File: config.mk
export PLATFORM = sky130hd
export DESIGN_NAME = mem_arbiter_flat
export DESIGN_NICKNAME = d
export VERILOG_FILES = /design/src/rtl/mem_arbiter_pkg.sv /design/src/rtl/mem_arbiter_if.sv /design/src/rtl/mem_arbiter_rr_pick.sv /design/src/rtl/mem_arbiter.sv /design/src/flat_wrapper.sv
export SDC_FILE = /design/constraint.sdc
export NUM_CORES = 1
export LEC_CHECK = 0
export ABC_AREA = 0
export CORE_AREA = 2 2 275 277
export DETAILED_ROUTE_END_ITERATION = 6
export DIE_AREA = 0 0 277 279
export SYNTH_ARGS = -nofsm -noshare
export SYNTH_HDL_FRONTEND = slang
export SYNTH_SLANG_ARGS = --single-unit
export TNS_END_PERCENT = 100
File: constraint.sdc
create_clock -name clk -period 2.9 [get_ports clk]
set_input_delay 0.725 -clock clk [delete_from_list [all_inputs] [get_ports clk]]
set_output_delay 0.725 -clock clk [all_outputs]
set_load 0.05 [all_outputs]
File: src/rtl/mem_arbiter_pkg.sv
// ---------------------------------------------------------------------------
// mem_arbiter_pkg
// Shared constants and types for the memory-port arbiter:
//   - requester index assignments (which block sits on which request lane)
//   - FSM state encoding
//   - bit positions inside the sticky arb_error vector
//   - fixed field widths (grant index, mem_func, error vector)
//   - next_ptr(): round-robin pointer advance with wrap at NREQ
// ---------------------------------------------------------------------------
package mem_arbiter_pkg;

    // Requester lane assignments
    localparam int REQ_TRAVERSAL = 0;
    localparam int REQ_EXECUTE   = 1;
    localparam int REQ_CELL      = 2;
    localparam int REQ_SPARE     = 3;

    // Error flag bit positions inside arb_error
    localparam int ERR_TIMEOUT  = 0;
    localparam int ERR_DROP     = 1;
    localparam int ERR_SPURIOUS = 2;

    // Fixed widths
    localparam int IDX_W  = 3;
    localparam int FUNC_W = 2;
    localparam int ERR_W  = 8;

    typedef enum logic [1:0] {
        ST_IDLE    = 2'd0,
        ST_ISSUE   = 2'd1,
        ST_WAIT    = 2'd2,
        ST_RELEASE = 2'd3
    } arb_state_t;

    // Advance the round-robin pointer past the last owner. An explicit compare
    // is used instead of a modulo so non-power-of-two NREQ wraps to 0.
    function automatic logic [IDX_W-1:0] next_ptr(input logic [IDX_W-1:0] cur,
                                                   input int nreq);
        if (int'(cur) >= nreq - 1) begin
            return '0;
        end
        return cur + 1'b1;
    endfunction

endpackage

File: src/rtl/mem_arbiter_if.sv
// ---------------------------------------------------------------------------
// mem_arbiter_if
// Memory unit port bundle: execute/ready handshake, two address lanes,
// 2-bit function code, write data and two read-data lanes.
//   master : driven by the arbiter (command out, completion/read data in)
//   slave  : seen by the memory unit (command in, completion/read data out)
// ---------------------------------------------------------------------------
interface mem_arbiter_if #(
    parameter int ADDR_W = 10,
    parameter int DATA_W = 64
);
    import mem_arbiter_pkg::*;

    logic              mem_execute;
    logic [ADDR_W-1:0] address1;
    logic [ADDR_W-1:0] address2;
    logic [FUNC_W-1:0] mem_func;
    logic [DATA_W-1:0] write_data;
    logic              mem_ready;
    logic [DATA_W-1:0] read_data1;
    logic [DATA_W-1:0] read_data2;

    modport master (
        output mem_execute, address1, address2, mem_func, write_data,
        input  mem_ready, read_data1, read_data2
    );

    modport slave (
        input  mem_execute, address1, address2, mem_func, write_data,
        output mem_ready, read_data1, read_data2
    );

endinterface

File: src/rtl/mem_arbiter_rr_pick.sv
// ---------------------------------------------------------------------------
// mem_arbiter_rr_pick
// Combinational round-robin picker: returns the first set bit of req found by
// scanning upward from ptr and wrapping at NREQ.
// Ports:
//   req   : request vector, one bit per requester
//   ptr   : scan start position (always < NREQ)
//   valid : at least one request bit is set
//   idx   : index of the chosen requester (0 when valid is low)
// ---------------------------------------------------------------------------
module mem_arbiter_rr_pick
    import mem_arbiter_pkg::*;
#(
    parameter int NREQ = 4
) (
    input  logic [NREQ-1:0]  req,
    input  logic [IDX_W-1:0] ptr,
    output logic             valid,
    output logic [IDX_W-1:0] idx
);

    int pos;

    // Scan from the farthest offset back toward ptr so the closest set bit
    // is the last one written and therefore wins.
    always_comb begin
        valid = 1'b0;
        idx   = '0;
        pos   = 0;
        for (int k = NREQ - 1; k >= 0; k--) begin
            pos = int'(ptr) + k;
            if (pos >= NREQ) begin
                pos = pos - NREQ;
            end
            if ((req & (NREQ'(1) << pos)) != '0) begin
                valid = 1'b1;
                idx   = IDX_W'(pos);
            end
        end
    end

endmodule

File: src/rtl/mem_arbiter.sv
// ---------------------------------------------------------------------------
// mem_arbiter
// Shares one memory unit port among NREQ requesters (traversal, execute,
// cell block, spare) with round-robin grant and one outstanding operation.
// The winner's command is latched at grant time and driven to memory; the
// completion pulse and read data are returned to the winner only.
// Ports:
//   clk, rst        : clock, asynchronous active-low reset
//   req_execute     : per-requester request, held until its req_ready pulse
//   req_address1/2  : flattened per-requester addresses (slice i = req i)
//   req_func        : flattened per-requester 2-bit mem_func
//   req_write_data  : flattened per-requester write data
//   req_ready       : one-cycle completion pulse to the owner
//   rd_data1/2      : registered read data, valid with req_ready
//   mem             : memory unit port (master side)
//   grant_id        : current or last owner index
//   busy            : high in every state except IDLE
//   arb_error       : sticky flags [0]=timeout [1]=owner drop [2]=spurious
// ---------------------------------------------------------------------------
module mem_arbiter
    import mem_arbiter_pkg::*;
#(
    parameter int NREQ    = 4,
    parameter int ADDR_W  = 10,
    parameter int DATA_W  = 64,
    parameter int TIMEOUT = 1024
) (
    input  logic                     clk,
    input  logic                     rst,
    input  logic [NREQ-1:0]          req_execute,
    input  logic [NREQ*ADDR_W-1:0]   req_address1,
    input  logic [NREQ*ADDR_W-1:0]   req_address2,
    input  logic [NREQ*FUNC_W-1:0]   req_func,
    input  logic [NREQ*DATA_W-1:0]   req_write_data,
    output logic [NREQ-1:0]          req_ready,
    output logic [DATA_W-1:0]        rd_data1,
    output logic [DATA_W-1:0]        rd_data2,
    mem_arbiter_if.master            mem,
    output logic [IDX_W-1:0]         grant_id,
    output logic                     busy,
    output logic [ERR_W-1:0]         arb_error
);

    localparam int TO_W = $clog2(TIMEOUT) + 1;

    arb_state_t        state;
    arb_state_t        state_next;
    logic [IDX_W-1:0]  rr_ptr;
    logic              pick_valid;
    logic [IDX_W-1:0]  pick_idx;

    logic [ADDR_W-1:0] sel_addr1;
    logic [ADDR_W-1:0] sel_addr2;
    logic [FUNC_W-1:0] sel_func;
    logic [DATA_W-1:0] sel_wdata;

    logic [ADDR_W-1:0] cmd_addr1;
    logic [ADDR_W-1:0] cmd_addr2;
    logic [FUNC_W-1:0] cmd_func;
    logic [DATA_W-1:0] cmd_wdata;

    logic [NREQ-1:0]   owner_mask;
    logic              owner_req;
    logic              mem_exec;
    logic [TO_W-1:0]   timeout_cnt;
    logic [2:0]        err_flags;

    mem_arbiter_rr_pick #(
        .NREQ (NREQ)
    ) u_rr_pick (
        .req   (req_execute),
        .ptr   (rr_ptr),
        .valid (pick_valid),
        .idx   (pick_idx)
    );

    // A shift mask avoids indexing the NREQ-wide vectors with the wider grant_id.
    assign owner_mask = NREQ'(1) << grant_id;
    assign owner_req  = |(req_execute & owner_mask);

    // Select the picked requester's command fields from the flattened buses.
    always_comb begin
        sel_addr1 = req_address1[ADDR_W-1:0];
        sel_addr2 = req_address2[ADDR_W-1:0];
        sel_func  = req_func[FUNC_W-1:0];
        sel_wdata = req_write_data[DATA_W-1:0];
        for (int i = 1; i < NREQ; i++) begin
            if (pick_idx == IDX_W'(i)) begin
                sel_addr1 = req_address1[i*ADDR_W +: ADDR_W];
                sel_addr2 = req_address2[i*ADDR_W +: ADDR_W];
                sel_func  = req_func[i*FUNC_W +: FUNC_W];
                sel_wdata = req_write_data[i*DATA_W +: DATA_W];
            end
        end
    end

    // State register; reset drops straight back to IDLE mid-operation.
    always_ff @(posedge clk or negedge rst) begin
        if (!rst) begin
            state <= ST_IDLE;
        end else begin
            state <= state_next;
        end
    end

    // Next-state logic: grant, issue, wait for completion, one dead cycle.
    always_comb begin
        state_next = state;
        case (state)
            ST_IDLE: begin
                if (pick_valid) begin
                    state_next = ST_ISSUE;
                end
            end
            ST_ISSUE: begin
                state_next = ST_WAIT;
            end
            ST_WAIT: begin
                if (mem.mem_ready) begin
                    state_next = ST_RELEASE;
                end
            end
            ST_RELEASE: begin
                state_next = ST_IDLE;
            end
            default: begin
                state_next = ST_IDLE;
            end
        endcase
    end

    // Outputs decoded from state; req_ready lands in RELEASE, the cycle after
    // mem_ready, which gives the owner a full cycle to drop its request.
    always_comb begin
        mem_exec  = 1'b0;
        busy      = 1'b1;
        req_ready = '0;
        case (state)
            ST_IDLE: begin
                busy = 1'b0;
            end
            ST_ISSUE, ST_WAIT: begin
                mem_exec = 1'b1;
            end
            ST_RELEASE: begin
                req_ready = owner_mask;
            end
            default: begin
                busy = 1'b0;
            end
        endcase
    end

    // Grant capture, response capture, pointer advance, timeout and errors.
    // The timeout flag is raised on the edge that brings the counter to
    // TIMEOUT-1, so it is visible during that WAIT cycle.
    always_ff @(posedge clk or negedge rst) begin
        if (!rst) begin
            grant_id    <= '0;
            cmd_addr1   <= '0;
            cmd_addr2   <= '0;
            cmd_func    <= '0;
            cmd_wdata   <= '0;
            rd_data1    <= '0;
            rd_data2    <= '0;
            rr_ptr      <= '0;
            timeout_cnt <= '0;
            err_flags   <= '0;
        end else begin
            if (state == ST_IDLE && pick_valid) begin
                grant_id  <= pick_idx;
                cmd_addr1 <= sel_addr1;
                cmd_addr2 <= sel_addr2;
                cmd_func  <= sel_func;
                cmd_wdata <= sel_wdata;
            end

            if (state == ST_WAIT && mem.mem_ready) begin
                rd_data1 <= mem.read_data1;
                rd_data2 <= mem.read_data2;
                rr_ptr   <= next_ptr(grant_id, NREQ);
            end

            if (state == ST_WAIT && !mem.mem_ready) begin
                if (timeout_cnt != TO_W'(TIMEOUT - 1)) begin
                    timeout_cnt <= timeout_cnt + 1'b1;
                end
                if (timeout_cnt == TO_W'(TIMEOUT - 2)) begin
                    err_flags[ERR_TIMEOUT] <= 1'b1;
                end
            end else begin
                timeout_cnt <= '0;
            end

            if ((state == ST_ISSUE || state == ST_WAIT) && !owner_req) begin
                err_flags[ERR_DROP] <= 1'b1;
            end

            if (mem.mem_ready && state != ST_WAIT) begin
                err_flags[ERR_SPURIOUS] <= 1'b1;
            end
        end
    end

    assign arb_error       = {{(ERR_W-3){1'b0}}, err_flags};
    assign mem.mem_execute = mem_exec;
    assign mem.address1    = cmd_addr1;
    assign mem.address2    = cmd_addr2;
    assign mem.mem_func    = cmd_func;
    assign mem.write_data  = cmd_wdata;

endmodule

File: src/flat_wrapper.sv
// flat-port wrapper written by rule: the top's interface ports become plain ports
module mem_arbiter_flat import mem_arbiter_pkg::*;
#(
    parameter int NREQ    = 4,
    parameter int ADDR_W  = 10,
    parameter int DATA_W  = 64,
    parameter int TIMEOUT = 1024
)
  (clk, rst, req_execute, req_address1, req_address2, req_func, req_write_data, req_ready, rd_data1, rd_data2, grant_id, busy, arb_error, mem_mem_execute, mem_address1, mem_address2, mem_mem_func, mem_write_data, mem_mem_ready, mem_read_data1, mem_read_data2);
  mem_arbiter_if #(.ADDR_W(ADDR_W), .DATA_W(DATA_W)) mem_i ();
  input  logic clk;
  input  logic rst;
  input  logic [NREQ-1:0] req_execute;
  input  logic [NREQ*ADDR_W-1:0] req_address1;
  input  logic [NREQ*ADDR_W-1:0] req_address2;
  input  logic [NREQ*FUNC_W-1:0] req_func;
  input  logic [NREQ*DATA_W-1:0] req_write_data;
  output logic [NREQ-1:0] req_ready;
  output logic [DATA_W-1:0] rd_data1;
  output logic [DATA_W-1:0] rd_data2;
  output logic [IDX_W-1:0] grant_id;
  output logic busy;
  output logic [ERR_W-1:0] arb_error;
  output wire logic [$bits(mem_i.mem_execute)-1:0] mem_mem_execute;
  output wire logic [$bits(mem_i.address1)-1:0] mem_address1;
  output wire logic [$bits(mem_i.address2)-1:0] mem_address2;
  output wire logic [$bits(mem_i.mem_func)-1:0] mem_mem_func;
  output wire logic [$bits(mem_i.write_data)-1:0] mem_write_data;
  input wire logic [$bits(mem_i.mem_ready)-1:0] mem_mem_ready;
  input wire logic [$bits(mem_i.read_data1)-1:0] mem_read_data1;
  input wire logic [$bits(mem_i.read_data2)-1:0] mem_read_data2;
  assign mem_mem_execute = mem_i.mem_execute;
  assign mem_address1 = mem_i.address1;
  assign mem_address2 = mem_i.address2;
  assign mem_mem_func = mem_i.mem_func;
  assign mem_write_data = mem_i.write_data;
  assign mem_i.mem_ready = mem_mem_ready;
  assign mem_i.read_data1 = mem_read_data1;
  assign mem_i.read_data2 = mem_read_data2;
  mem_arbiter #(.NREQ(NREQ), .ADDR_W(ADDR_W), .DATA_W(DATA_W), .TIMEOUT(TIMEOUT)) u_core (.clk(clk), .rst(rst), .req_execute(req_execute), .req_address1(req_address1), .req_address2(req_address2), .req_func(req_func), .req_write_data(req_write_data), .req_ready(req_ready), .rd_data1(rd_data1), .rd_data2(rd_data2), .mem(mem_i), .grant_id(grant_id), .busy(busy), .arb_error(arb_error));
endmodule
==> results_dict.tcl <==
set metrics [dict create \
    run_status "complete, no violations" \
    yosysWarningCount 0 \
    numCtsBuffers 30 \
    setup_tns_ns 0 \
    setup_viol 0 \
    ir_worst_vdd_uv 771 \
    port_buffers 704 \
    slew_headroom_pct 55.4 \
    rows 100 \
    cts_tree "built" \
    synth_top_cells_by_count "236 x dfrtp_1, 172 x mux2i_1, 132 x mux2_2" \
    min_period_ns 2.77 \
    ys_ff_latch 236 \
    crit_fanout 17 \
    dr.first_iter.drc_count 310 \
    clkTransAtPathRegs_ns 0.06 \
    ys.flop_type "dfrtp_1" \
    track_usage_pct 13.3 \
    startpoint "u_core.rr_ptr[0]" \
    syn_area_per_cell_um2 12.8 \
    cts_max_level 1 \
    coreArea_mm2 0.0741 \
    hp-class "in -> async" \
    grt_pass1_vias 11900 \
    first_pass_iters 5 \
    die_area_mm2 0.0773 \
    netlist.area_leader.share_pct 50.8 \
    rr_startpoint "u_core.rr_ptr[0]" \
    vias 10700 \
    cts.sinks 236 \
    synthesis.area_mm2 0.0116 \
    post_drt_wl_per_cell_um 20.3 \
    drive_gt1_share_pct 18.7 \
    synth_edf_count 0 \
    vias_per_cell 4.03 \
    antenna_found_initial 13 \
    crit_required_ns 3.38 \
    final_nets 2156 \
    clockBufferDepth 3 \
    rsz0062_at_grt "false" \
    die_h_um 279 \
    fin_worst_skew_ns 0.0139 \
    drc 0 \
    synth_seq_area_share_pct 50.8 \
    end_kind "register" \
    ioPinCount 710 \
    post-place-ws_ns -0.458 \
    post-synth-top-count-cell "dfrtp_1" \
    syn_to_final_growth_pct 84.8 \
    maxSlewViolCount 0 \
    top_usage_layer "met2" \
    root_buffer "clkbuf_16" \
    synth.distinct_cells 52 \
    start_util_pct 15.7 \
    cts_setup_buffers 0 \
    worst_ep_arrival_time_ns 3.25 \
    fmax_ghz 0.361 \
    path_class "reg -> reg" \
    grt_max_degree 75 \
    tightestPinTransition_ns 0.667 \
    static-leakage-power_nw 8.67 \
    finalHoldViolations 0 \
    power.density_mw_per_mm2 1300 \
    fin_crit_sh_pct 95.6 \
    use_met1_pct 14.2 \
    ys_async_sr_fraction_pct 100 \
    worstSkewPairLatency_ns 0.60 \
    use_met3_pct 5.09 \
    die_x_um 277 \
    synth.area.top_cells "dfrtp_1 51%, mux2i_1 15%, mux2_2 13%" \
    gp_congestion 0.866 \
    grt_pass1_wl_mm 77.8 \
    drtAntennaViolNets 0 \
    worst_slack_ns 0.127 \
    yosysTopAreaCell "dfrtp_1" \
    cp-start-kind "register" \
    use_met2_pct 23.9 \
    cap_violations 0 \
    dp_hpwl_mm 43.0 \
    grt_overflow 0 \
    synthCells 909 \
    wirelength_mm 54.1 \
]
-- cell type report --
class | count | area [um^2]
inverter | 14 | 52.6
antenna | 7 | 17.5
fill | 7587 | 52600
timing repair buffer | 790 | 7890
tap | 969 | 1210
clock inverter | 9 | 120
clock buffer | 46 | 891
sequential | 236 | 5910
multi-input combinational | 592 | 5390
-- cell usage in the layout, fill, tap and decap left out, types with 3 or more instances in the layout --
cell type          n
buf_4             72
a221oi_2          36
buf_12            16
clkbuf_1           8
dfrtp_1          236
clkbuf_8           8
nand2b_1           3
diode_2            7
nand2_1           13
dlygate4sd2_1      5
a21oi_1            5
nand3_1            4
xnor2_1            3
mux2_2           132
inv_1             12
clkbuf_16         30
a31oi_1            5
conb_1             5
nor3_1             3
a22o_1             3
a211oi_1           3
and3_1             3
nor2_1            94
clkdlybuf4s50_1  696
clkinv_2           6
ha_1              12
and2_1             5
a221oi_1          50
mux2i_1          172
o21ai_0            6
-- power by group --
part	switching (mW)	internal, mW	total (mW)
clock network	1.55	2.28	3.83
registers	0.934	4.92	5.85
logic	10.9	7.33	18.2
total	13.4	14.5	27.9
-- routing by layer --
layer  up-vias  routed length, um
li1       4882                  -
met1      5243              20000
met2       529              27200
met3        75               5040
met4         8               1780
met5         -                 50
-- repair_timing --
action,4_1_cts,5_1_grt
endpoints found under the setup margin,5,8
pin swaps,0,1
gates resized for setup,5,7
hold buffers,0,0
-- logic make-up (layout without fill, tap and decap cells) --
family                     after synthesis  in the layout  synth area share [%]
AOI/OAI and AO/OA                      124            124                  10.4
DFF                                    236            236                  50.8
buffers and inverters                   85            859                  3.72
xor gates and xnor gates                 5              5                 0.377
other                                    1             12                0.0323
and+or+nand+nor                        137            137                  5.02
adders and majority gates               13             13                  1.40
muxes                                  308            308                  28.2
-- stage by stage --
step	power (mW)	std cells	utilization (%)	instance area, um^2	hold WS (ns)
floorplan	17.2	913	-	11600	0.429
global placement	24.0	2601	27.6	20400	0.441
detailed placement	24.2	2601	27.6	20400	0.447
CTS	28.2	2656	28.9	21400	0.115
global route	29.3	2661	29.0	21500	0.136
finish	27.9	2663	29.0	21500	0.128
-- final timing paths --
path | endpoint | slack (ns) | cells past startpoint
min in group clk | u_core.err_flags[2] | 0.46 | 1
max reg2reg | u_core.mem.write_data[16] | 0.13 | 11
max in group asynchronous | u_core.rd_data1[62] | 2.04 | 2
min | u_core.rd_data1[53] | 0.13 | 1
min reg2reg | u_core.err_flags[2] | 0.46 | 1
max | u_core.mem.write_data[16] | 0.13 | 11
-- state kept, by name, indices dropped and copies added (netlist names) --
register and count:
u_core.err_flags 3, u_core.grant_id 3, u_core.mem.address1 10, u_core.mem.address2 10
u_core.mem.mem_func 2, u_core.mem.write_data 64, u_core.rd_data1 64, u_core.rd_data2 64
u_core.rr_ptr 3, u_core.state 2, u_core.timeout_cnt 11
-- critical path: stages (launching register included) --
cell and delay, ns:
dfrtp_1 0.39, inv_2 0.12, ha_4 0.24, mux2_4 0.31, a311o_1 0.37, a21oi_1 0.16, buf_4 0.17, a21oi_4 0.04
buf_12 0.19, buf_4 0.19, mux2i_1 0.16, a221oi_1 0.30
Note: power is estimated with default switching activity, not from simulation.
